$ cat config.mk
export PLATFORM = sky130hd
export DESIGN_NAME = sha_msg_sched
export DESIGN_NICKNAME = d
export VERILOG_FILES = /design/src/rtl/sha_msg_sched.sv
export SDC_FILE = /design/constraint.sdc
export NUM_CORES = 2
export LEC_CHECK = 0
export ABC_CLOCK_PERIOD_IN_PS = 18700
export BUFFER_PORTS_ARGS = -buffer_cell sky130_fd_sc_hd__buf_2
export CAP_MARGIN = 40
export CORE_ASPECT_RATIO = 1.5
export CORE_MARGIN = 2
export CORE_UTILIZATION = 40
export CTS_CLUSTER_DIAMETER = 60
export CTS_CLUSTER_SIZE = 24
export DETAILED_ROUTE_END_ITERATION = 7
export PLACE_DENSITY_LB_ADDON = 0.1
export SYNTH_ARGS = -nofsm -noshare
export SYNTH_HDL_FRONTEND = slang
export SYNTH_SLANG_ARGS = --single-unit
$ cat constraint.sdc
create_clock -name usr_clk -period 18.7 [get_ports usr_clk]
set_clock_uncertainty 0.1 [all_clocks]
set_input_delay 2.805 -clock usr_clk [delete_from_list [all_inputs] [get_ports usr_clk]]
set_output_delay 2.805 -clock usr_clk [all_outputs]
set_load 0.01 [all_outputs]
$ cat src/rtl/sha_msg_sched.sv
// sha_msg_sched: SHA-256 message schedule generator producing W_t and K_t per round.
// Ports: usr_clk/usr_reset (async active-high), i_load+i_block capture a 512-bit block,
// i_cnt_en advances the round; o_wt/o_kt/o_round give the current round's words and index,
// o_cnt_flag marks round 63 in RUN, o_busy/o_done reflect RUN/DONE.
// Optional K ROM: define SHA_SCHED_KROM_EN to drive o_kt from the SHA-256 constant table.
module sha_msg_sched (
  input  logic         usr_clk,
  input  logic         usr_reset,
  input  logic         i_load,
  input  logic [511:0] i_block,
  input  logic         i_cnt_en,
  output logic [31:0]  o_wt,
  output logic [31:0]  o_kt,
  output logic [5:0]   o_round,
  output logic         o_cnt_flag,
  output logic         o_busy,
  output logic         o_done
);
  localparam logic [1:0] IDLE = 2'd0;
  localparam logic [1:0] RUN  = 2'd1;
  localparam logic [1:0] DONE = 2'd2;
  logic [1:0]  state;
  logic [5:0]  round;
  logic [31:0] w [16];
  logic [31:0] s0, s1, w_new;
  always_comb begin
    s0    = {w[1][6:0], w[1][31:7]} ^ {w[1][17:0], w[1][31:18]} ^ (w[1] >> 3);
    s1    = {w[14][16:0], w[14][31:17]} ^ {w[14][18:0], w[14][31:19]} ^ (w[14] >> 10);
    w_new = s1 + w[9] + s0 + w[0];
  end
  always_ff @(posedge usr_clk or posedge usr_reset) begin
    if (usr_reset) begin
      state <= IDLE;
      round <= 6'd0;
      for (int i = 0; i < 16; i++) w[i] <= 32'h0;
    end else if (state != RUN) begin
      if (i_load) begin
        state <= RUN;
        round <= 6'd0;
        for (int i = 0; i < 16; i++) w[i] <= i_block[511-32*i -: 32];
      end
    end else if (i_cnt_en) begin
      // The final advance leaves window and counter frozen on round 63.
      if (round == 6'd63) state <= DONE;
      else begin
        round <= round + 6'd1;
        for (int i = 0; i < 15; i++) w[i] <= w[i+1];
        w[15] <= w_new;
      end
    end
  end
  assign o_wt       = w[0];
  assign o_round    = round;
  assign o_cnt_flag = (state == RUN) && (round == 6'd63);
  assign o_busy     = state == RUN;
  assign o_done     = state == DONE;
`ifdef SHA_SCHED_KROM_EN
  localparam logic [31:0] K [64] = '{
    32'h428a2f98, 32'h71374491, 32'hb5c0fbcf, 32'he9b5dba5, 32'h3956c25b, 32'h59f111f1, 32'h923f82a4, 32'hab1c5ed5,
    32'hd807aa98, 32'h12835b01, 32'h243185be, 32'h550c7dc3, 32'h72be5d74, 32'h80deb1fe, 32'h9bdc06a7, 32'hc19bf174,
    32'he49b69c1, 32'hefbe4786, 32'h0fc19dc6, 32'h240ca1cc, 32'h2de92c6f, 32'h4a7484aa, 32'h5cb0a9dc, 32'h76f988da,
    32'h983e5152, 32'ha831c66d, 32'hb00327c8, 32'hbf597fc7, 32'hc6e00bf3, 32'hd5a79147, 32'h06ca6351, 32'h14292967,
    32'h27b70a85, 32'h2e1b2138, 32'h4d2c6dfc, 32'h53380d13, 32'h650a7354, 32'h766a0abb, 32'h81c2c92e, 32'h92722c85,
    32'ha2bfe8a1, 32'ha81a664b, 32'hc24b8b70, 32'hc76c51a3, 32'hd192e819, 32'hd6990624, 32'hf40e3585, 32'h106aa070,
    32'h19a4c116, 32'h1e376c08, 32'h2748774c, 32'h34b0bcb5, 32'h391c0cb3, 32'h4ed8aa4a, 32'h5b9cca4f, 32'h682e6ff3,
    32'h748f82ee, 32'h78a5636f, 32'h84c87814, 32'h8cc70208, 32'h90befffa, 32'ha4506ceb, 32'hbef9a3f7, 32'hc67178f2
  };
  assign o_kt = (state == IDLE) ? 32'h0 : K[round];
`else
  assign o_kt = 32'h0;
`endif
endmodule

==> summary.md <==
| Metric | Value |
|---|---|
| Post-cts hold buffer count | 0 |
| Worst setup SP type | input pin |
| First-pass GRT wire length | between 150000 and 200000 um |
| Critical path type | input pin to flop |
| Drt wl/cell | roughly 23 um |
| Clock buffer depth | 3 |
| Clock power share | 0.144 |
| Syn Area/Cell | between 8 and 9 um2 |
| Die ar. | roughly 0.073 mm2 |
| Iteration-0 DRC Markers | roughly 2500 |
| Unrepaired setup endpoints after global routing | no |
| Register bit total from synthesis | 520 |
| Mapped Cells | 3471 |
| Worst relative slew slack | 0.351 |
| Global Route Usage Sum | 0.293 |
| Detail Route Antenna Nets | 0 |
| Detailed placement HPWL | 82900 um |
| Net Sw Power | between 3000 and 4000 uW |
| Postcts setup bufs | 0 |
| Post-synth top area share | 0.460 |
| Synth Flop Type | dfrtp_1 |
| FP Rows | approximately 120 |
| Vias per cell | approximately 5.3 |
| Clk pin slew, worst setup/hold paths | approximately 0.09 ns |
| Data arrival time of the worst path | approximately 6.2 ns |
| Switching Share | 0.492 |
| Crit end category | flop |
| Boundary Pins | 589 |
| Maxcap violations | 0 |
| Placeable Area | 0.0701 mm2 |
| Fmax achieved | roughly 170 MHz |
| Top cells by count, synth | nand2_1 (1002), dfrtp_1 (520), nor2_1 (518), a31oi_1 (489), clkbuf_1 (198) |
| Die width | about 220 um |
| Comb power frac | 0.601 |
| Max IR drop VDD | ~170 uV |
| DR vias | 24936 |
| Vias in the first global route | approximately 24000 |
| Post-place setup slack | roughly 12 ns |
| Pwr dens | between 200 and 250 mW/mm2 |
| DRC Markers | 0 |
| Synth unique cells | 60 |
| Lkg Pwr | around 0.015 uW |
| CTS sink cnt | 520 |
| HP Class | flop to flop |
| Post-Syn Area | ~0.028 mm2 |
| EDFF count, synth | 0 |
| Root Buffer | clkbuf_16 |
| Setup TNS | 0 ns |
| Max-slew violations | 0 |
| Final hold violation count | 0 |
| Power, Total | around 6800 uW |
| Largest cells by area after synthesis | dfrtp_1 (46%), nand2_1 (13%), a31oi_1 (11%), nor2_1 (6.9%), fa_1 (4.4%) |
| Post-route minimum period | 5.77 ns |
| Depth of the CTS H-tree | 2 |
| Total grt overflow | 0 |
| IO Port Bufs | roughly 560 |
| Nets@finish | 4396 |
| Critical Path Fanout Max | a little over 90 |
| Seq/Total Area, Yosys | 0.460 |
| Die Span Y | between 300 and 400 um |
| Area leader, netlist | dfrtp_1 |
| Layout cells sized above 1 | 0.178 |
| Clock latency on the worst-skew pair | approximately 0.6 ns |
| Initial core utilization | 0.403 |
| Worst-Margin Slew | 0.974 ns |
| P_int | about 3400 uW |
| Largest net degree at the start of global routing | 199 |
| GP Congestion | 0.915 |
| Worst endpoint required time | 19.12 ns |
| Final setup margin | roughly 13 ns |
| Most numerous cell in the Yosys netlist | nand2_1 |
| Number of setup violations in the final report | 0 |
| Yosys warning total | 0 |
| Cell Count, Final, Fillers Out | 4722 |
| Status | finished clean |
| Reg power frac | 0.255 |
| Final core occ | 0.466 |
| Total CTS buffers | 39 |
| Final WL | 109000 um |
| Initial antenna violation count | 14 |
| Resize count post-CTS | 0 |
| First drt pass iteration count | 6 |
| Area growth, synth to finish | 15.5% |
| Period Utilization, post-route | 0.309 |
| Placed cells | roughly 4700 |
| CTS tree | done |
| Asr flop ratio synth | 1.00 |
critical path: stages:
cell and delay (ns):
buf_2 0.10, nand3_1 0.50, nand2_4 0.56, buf_16 0.31
buf_4 0.70, buf_4 0.55, buf_12 0.31, nor2_1 0.07
a31oi_1 0.16
per-layer routing:
layer | up-vias | routed length (um) | global-route usage
met5 | - | 81 | 0
met4 | 12 | 5850 | 0.137
met3 | 166 | 5840 | 0.0442
met2 | 887 | 51400 | 0.483
met1 | 11947 | 45500 | 0.382
li1 | 11924 | - | -
final timing paths:
check | slack (ns) | depth (start not counted) | end | startpoint
worst max-delay path | 12.93 | 9 | w[209]$_DFFE_PP0P_ | i_cnt_en
worst min-delay path | 0.39 | 2 | w[3]$_DFFE_PP0P_ | w[3]$_DFFE_PP0P_
worst max register to register | 13.57 | 11 | w[209]$_DFFE_PP0P_ | state[1]$_DFFE_PP0P_
worst min register to register | 0.39 | 2 | w[3]$_DFFE_PP0P_ | w[3]$_DFFE_PP0P_
max in group asynchronous | 13.67 | 6 | w[145]$_DFFE_PP0P_ | usr_reset
min in group asynchronous | 2.11 | 2 | w[159]$_DFFE_PP0P_ | usr_reset
power by group through the flow:
stage	clock (uW)	combinational, uW	sequential [uW]
5_1_grt	1030	4520	1750
3_3_place_gp	0	4020	1740
6_report	972	4060	1730
3_5_place_dp	0	4000	1740
2_1_floorplan	0	2940	1570
4_1_cts	995	4050	1720
cells in the final DEF, fill, tap and decap left out, drive strengths merged, types with 6 or more instances in the layout:
cell type     n
buf         595
nand4        13
a31oi       489
ha           32
o21ai        39
nand2      1002
and2          6
xnor2        73
or3           8
xor2         69
dfrtp       520
nor3          8
nand3        19
clkinv        6
inv         139
o21a          8
a21oi        50
fa           62
clkbuf       39
nor2        518
a21o         12
and3         11
conb         32
cell families (layout without fill, tap and decap cells):
logic type | after synthesis | after routing | synth area share
AOI/OAI and AO/OA | 632 | 632 | 0.141
xor gates and xnor gates | 142 | 142 | 0.0440
adders and majority gates | 94 | 94 | 0.0581
buffers and inverters | 478 | 787 | 0.0759
DFF | 520 | 520 | 0.460
muxes | 3 | 3 | 0.00106
other | 1 | 36 | 0.000133
and+or+nand+nor | 1601 | 1601 | 0.220
cell type report:
cell class | instances | area [um2]
Fill cell | 7160 | 37500
Multi-Input combinational cell | 2504 | 13200
Sequential cell | 520 | 13000
Timing Repair Buffer | 595 | 3350
Tap cell | 907 | 1130
Clock buffer | 39 | 976
Inverter | 126 | 488
Clock inverter | 27 | 440
Antenna cell | 4 | 10.0
through the flow:
stage / instance area [um2] / hold slack (ns)
after detailed placement: 31200 / 0.371
after global placement: 30900 / 0.364
after global routing: 32600 / 0.421
after CTS: 32600 / 0.390
after floorplan: 28400 / 0.350
final: 32700 / 0.390
flip-flops by register name, indices dropped and copies added, names as in the netlist:
signal,cells
w,480
o_wt,32
o_round,6
state,2
Note: power is estimated with default switching activity, not from simulation.
